==> config.mk <==
export PLATFORM = sky130hd
export DESIGN_NAME = stream_arb_mux
export DESIGN_NICKNAME = d
export VERILOG_FILES = /design/src/rtl/stream_arb_mux.sv
export SDC_FILE = /design/constraint.sdc
export NUM_CORES = 1
export LEC_CHECK = 0
export CAP_MARGIN = 10
export CELL_PAD_IN_SITES_DETAIL_PLACEMENT = 0
export CELL_PAD_IN_SITES_GLOBAL_PLACEMENT = 2
export CORE_ASPECT_RATIO = 0.9
export CORE_MARGIN = 3
export CORE_UTILIZATION = 24
export CTS_BUF_LIST = sky130_fd_sc_hd__clkbuf_8
export DETAILED_ROUTE_END_ITERATION = 10
export PLACE_DENSITY = 0.93
export SKIP_CTS_REPAIR_TIMING = 1
export SYNTH_ARGS = -nofsm -noshare
export SYNTH_HDL_FRONTEND = slang
export SYNTH_SLANG_ARGS = --single-unit
==> constraint.sdc <==
create_clock -name clk -period 6.4 [get_ports clk]
set_clock_uncertainty 0.15 [all_clocks]
set_input_delay 0.96 -clock clk [delete_from_list [all_inputs] [get_ports clk]]
set_output_delay 0.96 -clock clk [all_outputs]
set_load 0.1 [all_outputs]
==> src/rtl/stream_arb_mux.sv <==
// stream_arb_mux: N-input valid/ready stream multiplexer with packet-level
// arbitration. One channel is granted per packet (round-robin or fixed
// priority) and beats go through a single registered output slice.
//
// state  | meaning
// -------+---------------------------------------------------------------
// IDLE   | between packets; arbitrate among valid channels each cycle
// LOCKED | mid-packet; only lock_ch may be granted until its last beat
module stream_arb_mux #(
    parameter int WIDTH  = 8,
    parameter int INPUTS = 4,
    parameter int MODE   = 0,
    localparam int SEL_BITS = (INPUTS > 1) ? $clog2(INPUTS) : 1
) (
    input  logic                clk,
    input  logic                rst,
    input  logic [WIDTH-1:0]    in_data [INPUTS],
    input  logic [INPUTS-1:0]   in_valid,
    input  logic [INPUTS-1:0]   in_last,
    output logic [INPUTS-1:0]   in_ready,
    output logic [WIDTH-1:0]    out_data,
    output logic                out_valid,
    output logic                out_last,
    output logic [SEL_BITS-1:0] out_sel,
    input  logic                out_ready
);

    typedef enum logic {IDLE, LOCKED} state_t;

    state_t              state;
    logic [SEL_BITS-1:0] rr_ptr;
    logic [SEL_BITS-1:0] lock_ch;

    logic                slot_free;
    logic [SEL_BITS-1:0] winner;
    logic                winner_ok;
    logic [SEL_BITS-1:0] grant;
    logic                grant_ok;
    logic [WIDTH-1:0]    sel_data;
    logic                sel_last;
    logic                accept;
    logic [SEL_BITS-1:0] next_ptr;

    // The output register can take a new beat if empty or draining this cycle.
    assign slot_free = !out_valid || out_ready;

    // Arbitration: first valid channel from rr_ptr upward with wrap, or from 0.
    always_comb begin
        int idx;
        winner    = '0;
        winner_ok = 1'b0;
        idx       = 0;
        for (int i = 0; i < INPUTS; i++) begin
            idx = (MODE == 1) ? i : int'(rr_ptr) + i;
            if (idx >= INPUTS) begin
                idx = idx - INPUTS;
            end
            if (!winner_ok && in_valid[idx]) begin
                winner_ok = 1'b1;
                winner    = SEL_BITS'(idx);
            end
        end
    end

    // A locked channel is granted regardless of its own valid, so its ready
    // never loops back through its valid.
    always_comb begin
        grant    = winner;
        grant_ok = winner_ok;
        if (state == LOCKED) begin
            grant    = lock_ch;
            grant_ok = 1'b1;
        end
    end

    // One-hot ready to the granted channel only when the slot can take a beat.
    always_comb begin
        in_ready = '0;
        if (!rst && slot_free) begin
            in_ready = INPUTS'(grant_ok) << grant;
        end
    end

    // Select the granted channel's beat without indexing past the array.
    always_comb begin
        sel_data = '0;
        sel_last = 1'b0;
        for (int i = 0; i < INPUTS; i++) begin
            if (grant == SEL_BITS'(i)) begin
                sel_data = in_data[i];
                sel_last = in_last[i];
            end
        end
    end

    assign accept   = |(in_valid & in_ready);
    assign next_ptr = (grant == SEL_BITS'(INPUTS - 1)) ? '0 : grant + SEL_BITS'(1);

    // Packet FSM, round-robin pointer and the registered output slice.
    always_ff @(posedge clk) begin
        if (rst) begin
            state     <= IDLE;
            rr_ptr    <= '0;
            lock_ch   <= '0;
            out_valid <= 1'b0;
            out_data  <= '0;
            out_last  <= 1'b0;
            out_sel   <= '0;
        end else begin
            if (accept) begin
                out_valid <= 1'b1;
                out_data  <= sel_data;
                out_last  <= sel_last;
                out_sel   <= grant;
                if (sel_last) begin
                    state  <= IDLE;
                    rr_ptr <= next_ptr;
                end else begin
                    state   <= LOCKED;
                    lock_ch <= grant;
                end
            end else if (out_ready) begin
                out_valid <= 1'b0;
            end
        end
    end

endmodule

==> results of run 1 <==
## registers in the layout, indices dropped and copies added (netlist names)
name,count
rr_ptr,2
out_last,1
out_sel,2
state,1
out_data,8
lock_ch,2
out_valid,1
## power by group
group | leakage [uW] | internal, uW | switching [uW] | total (uW)
clock network | 0.0000269 | 42.6 | 36.5 | 79.1
registers | 0.000139 | 126 | 15.7 | 141
logic | 0.000558 | 124 | 251 | 375
total | 0.000725 | 292 | 303 | 595
## worst min path at each step
| stage | startpoint | endpoint | slack, ps | cells past startpoint |
|---|---|---|---|---|
| floorplan | rr_ptr[0] | rr_ptr[0] | 340 | 2 |
| global placement | out_sel[1] | out_sel[1] | 290 | 2 |
| detailed placement | out_sel[1] | out_sel[1] | 290 | 2 |
| CTS | out_sel[1] | out_sel[1] | 300 | 2 |
| global route | out_sel[1] | out_sel[1] | 330 | 2 |
| finish | out_sel[1] | out_sel[1] | 300 | 2 |
## cells in the mapped netlist (2+ instances only)
master / number / area share [%]
a211oi_2: 2 / 1.9
ha_1: 4 / 3.9
buf_1: 2 / 0.58
nand3_1: 2 / 0.77
a31oi_1: 7 / 3.4
a221oi_1: 2 / 1.4
nand2_1: 16 / 4.6
mux2_1: 2 / 1.7
nand2b_1: 3 / 1.5
nor2_1: 18 / 5.2
buf_2: 5 / 1.9
dfxtp_1: 17 / 26
a22oi_1: 7 / 4.1
and2_1: 3 / 1.5
a21oi_1: 16 / 6.2
o21ai_0: 7 / 2.7
nor2b_1: 7 / 3.4
clkbuf_1: 6 / 1.7
inv_1: 18 / 5.2
nor3_1: 2 / 0.77
mux2i_1: 6 / 4.6
o21a_1: 7 / 4.1
## worst max-delay path, cell delays in order
cell and delay [ps]:
clkdlybuf4s50_1 580, nand2b_1 160, o221ai_1 190, and2_1 260, nor3_1 270, nor2b_1 180, clkdlybuf4s50_1 1140
## logic make-up after synthesis
group           Yosys count
fa+ha+maj                 4
flops                    17
mux                       9
buf+inv                  32
compound gates           59
simple gates             55
## layout make-up
class                           instances  area [um2]
Clock buffer                            3        41.3
Fill cell                             519        3070
Tap cell                               65        81.3
Inverter                               18        67.6
Clock inverter                          1        3.75
Sequential cell                        17         340
Multi-Input combinational cell        127         818
Timing Repair Buffer                   59         588
## layer usage
metal  part of all wire [%]  wire [um]
met1                     53       2060
met2                     40       1560
met3                    4.8        187
met4                    1.7         65
met5                      0          0
## per-stage QoR
stage	util (%)	total power (uW)
after CTS	38.7	602
final	38.7	595
after floorplan	-	427
after detailed placement	37.8	520
after global routing	38.7	635
after global placement	37.8	521
==> qor.yml, run 1 <==
grt_first_pass_wirelength_mm: 5.95
use_met1_pct: 17.6
cts_num_sinks: 17
antenna_found_initial: 0
instances_no_fill: 290
wl_per_cell_um: 13.4
cts-root-buf: "clkbuf_8"
worstReg2RegEnd: "lock_ch[0]"
status: "finished, final reports clean"
setup.worst_path.start_class: "input port"
yosysSeqAreaShare_pct: 26.3
post-place-cells: 286
worstPathArrival_ps: 3750
synth_cells: 176
antenna_left: 0
cp_max_fo: 7
drt-total-wl_mm: 3.88
reg2regPathDepth: 12
top_usage_layer: "met1"
hp-class: "register to register"
p_leak_uw: 0.000725
post-route-min-period_ps: 4860
initial_utilization_pct: 25.8
fmax_ghz: 0.206
grt_pass1_vias: 1194
drtPass1Iterations: 4
cts-htree-levels: 1
die_h_um: 75.6
io_pins: 59
synth_compound_area_share_pct: 32.1
layout_setup_ws_ps: 1540
dp_hpwl_mm: 3.07
via_per_inst: 4.55
drive_gt1_share_pct: 4.89
finalSetupTns_ps: 0
die_w_um: 83.4
yosysUniqueCellTypes: 39
drt_iter0_drc: 63
fin_crit_sh_pct: 75.9
cp-startpoint: "in_valid[1]"
place.port_buffers: 58
dp_slack_ps: 1560
cts_made_buffers: 3
rsz0062_at_grt: "no"
ys_seq_elements: 17
irDropWorstVdd_mv: 0.137
synthMuxAreaShare_pct: 7.26
fp-row-count: 24
via_count: 1320
final_cell_mix: "clkdlybuf4s50_1 (58), inv_1 (19), nor2_1 (18)"
synthArstFlopShare_pct: 0
drv_cap: 0
clock_path_buffers: 2
fin_area_mm2: 0.00194
place.gp.congestion: 0.831
placed_area_mm2: 0.00190
reg2reg_from: "rr_ptr[1]"
syn_to_final_growth_pct: 50.1
synthAdderAreaFrac_pct: 3.87
met2_usage_pct: 16.2
ys.flop_type: "dfxtp_1"
end_kind: "primary output"
path_clk_slew_ps: 70
finalMaxSlewViolations: 0
nNetsFinal: 273
setup_viol: 0
synth-edff-count: 0
worstPathRequired_ps: 5290
syn_nets: 223
met3_usage_pct: 2.38
cellPowerDensity_mw_per_mm2: 307
hold_viol: 0
synth_top_family_by_area: "compound AO/OA/AOI/OAI gates"
synth_area_per_cell_um2: 7.34
hold_ws_ps: 299
ff2ff_setup_slack_ps: 2860
layout_commonest_cell: "clkdlybuf4s50_1"
core_area_mm2: 0.00501
ys_warn_count: 0
yosys.area_share.simple_pct: 20.0
path_class: "input port to primary output"
cts_tree: "built"
maxSlewHeadroom_pct: 24.1
grt_max_degree: 19
synthXorXnorAreaFrac_pct: 0
fp.dieArea_mm2: 0.00630
insertion_delay_ps: 250
syn_area_mm2: 0.00129
drc: 0
grt_overflow: 0
track_usage_pct: 11.7
antenna_cells: 0
tightest_slew_ps: 1130
crit_end: "in_ready[1]"
Power figures use the tool's default switching activity.
==> inputs of run 2 (changes only) <==
Settings changed: CORE_UTILIZATION 24 to 22, PLACE_DENSITY 0.93 to 0.87.
Clock period 6.4 ns to 4.7 ns, I/O delays scaled along.
==> qor.yml, run 2 (synthesized netlist as in run 1, its figures left out) <==
grt_pass1_vias: 1329  # +11%
path_class: "input port to register"
crit_top_cell: "a21oi_1"
syn_to_final_growth_pct: 51.9
path_clk_slew_ps: 70  # about the same
fp.dieArea_mm2: 0.00683  # +8.4%
tightest_slew_ps: 1000  # -133 ps
grt_overflow: 0  # unchanged
rsz0062_at_grt: "no"
cts-root-buf: "clkbuf_8"
fp-row-count: 25  # +4.2%
cts_num_sinks: 17  # unchanged
hp-class: "register to register"
grt_first_pass_wirelength_mm: 6.06  # +1.9%
antenna_left: 0  # unchanged
finalMaxSlewViolations: 0  # unchanged
finalSetupTns_ps: 0  # unchanged
drt-total-wl_mm: 3.92  # +1.2%
drive_gt1_share_pct: 8.30  # +3.4 points
post-place-cells: 292  # +2.1%
switching_share_pct: 50.5  # -0.42 points
status: "finished, final reports clean"
p_clk_share_pct: 12.9  # -0.4 points
dp_slack_ps: 528  # -1030 ps
hold_viol: 0  # unchanged
worstPathArrival_ps: 3870  # +120 ps
ff2ff_setup_slack_ps: 1360  # -1500 ps
cts-htree-levels: 1  # unchanged
maxSlewHeadroom_pct: 33.1  # +9.0 points
dp_hpwl_mm: 3.16  # +3.0%
seqPwrFrac_pct: 23.7  # about the same
fill_cells: 579  # +12%
regMostFlops: "out_data"
multi_input_area_um2: 818  # unchanged
fmax_ghz: 0.258
drv_cap: 0  # unchanged
p_switching_uw: 411  # +36%
wl_per_cell_um: 13.3  # -0.89%
antenna_cells: 0  # unchanged
place.gp.congestion: 0.744  # -11%
die_h_um: 78.7  # +4.1%
final_cell_mix: "clkdlybuf4s50_1 (54), inv_1 (19), nor2_1 (18)"
p_int_uw: 404  # +38%
io_pins: 59  # unchanged
ff_latch_area_um2: 340  # unchanged
worstPathRequired_ps: 4690  # -600 ps
place.port_buffers: 58  # unchanged
nNetsFinal: 277  # +1.5%
initial_utilization_pct: 23.6  # -2.2 points
via_count: 1334  # +1.1%
antenna_found_initial: 0  # unchanged
setup.worst_path.start_class: "input port"
drt_iter0_drc: 70  # +11%
irDropWorstVdd_mv: 0.160  # +17%
fin_crit_sh_pct: 82.5
layout_setup_ws_ps: 821  # -721 ps
drtPass1Iterations: 4  # unchanged
cp_cell_sequence: "clkdlybuf4s50_1, nand2b_1, a21oi_1, nor3_1, a21boi_1, inv_1, ha_1, a221oi_1, a21oi_1, mux2_2, a21oi_1, mux2_1"
grt_max_degree: 19  # unchanged
reg2regPathDepth: 11  # -1
post-route-min-period_ps: 3880
cts_made_buffers: 3  # unchanged
core_area_mm2: 0.00547  # +9.2%
track_usage_pct: 11.1  # -0.53 points
crit_slowest_cell: "clkdlybuf4s50_1"
cts_tree: "built"
end_kind: "register"
die_w_um: 86.8  # +4.1%
drc: 0  # unchanged
cp_max_fo: 11  # +4
max_stage_delay_ps: 510  # -630 ps
cellPowerDensity_mw_per_mm2: 415  # +35%
largest_reg_flops: 8  # unchanged
holdPathStages: 2  # unchanged
setup_viol: 0  # unchanged
clock_path_buffers: 2  # unchanged
p_leak_uw: 0.000751  # +3.7%
instances_no_fill: 296  # +2.1%
layout_commonest_cell: "clkdlybuf4s50_1"
insertion_delay_ps: 250  # about the same
via_per_inst: 4.51  # -0.99%
power_frac_comb_pct: 63.4  # +0.4 points
[run 2: cell types whose count changed in the layout (fill, tap and decap cells not counted), sizes merged]
| cell | before | now |
|---|---|---|
| clkdlybuf4s50 | 58 | 54 |
| buf | 1 | 9 |
[run 2: final timing paths]
check,startpoint,end
hold / removal,out_sel[1],out_sel[1]
hold reg to reg,out_sel[1],out_sel[1]
setup / recovery,in_valid[1],lock_ch[0]
setup reg to reg,rr_ptr[1],lock_ch[0]
[run 2: metrics by stage]
step                      area, um2  total power, uW  hold WS (ps)  utilization (%)
after floorplan                1290              581           336                -
after global placement         1920              716           286             35.0
after detailed placement       1920              715           295             35.0
after CTS                      1960              822           312             35.9
after global routing           1960              869           324             35.9
final                          1960              815           302             35.9
[run 2: worst max-delay path: cells and delay by family]
kind	cells	cell delay, ps
AOI/OAI and AO/OA	5	1240
adders and majority gates	1	350
buffers and inverters	2	650
muxes	2	640
and+or+nand+nor	2	280
[run 2: area by class of cell]
| class | count | share of cell area [%] |
|---|---|---|
| inverters | 18 | 3.44 |
| clock buffers | 3 | 2.10 |
| flip-flops and latches | 17 | 17.3 |
| multi-input cells | 127 | 41.7 |
| repair buffers | 63 | 31.0 |
| clock inverters | 1 | 0.191 |
| well taps | 67 | 4.27 |
[run 2: power by group through the flow]
stage          sequential, uW  combinational (uW)  clock (uW)
2_1_floorplan             334                 247           0
3_3_place_gp              196                 520           0
3_5_place_dp              196                 519           0
4_1_cts                   193                 521         108
5_1_grt                   197                 558         113
6_report                  193                 517         105
[run 2: metal layers]
metal	GRT usage (%)	up-vias	share of wire (%)
met4	3.27	0	0.97
li1	-	721	-
met2	16.9	39	41
met1	14.9	570	48
met5	0	-	0
met3	3.63	4	9.3
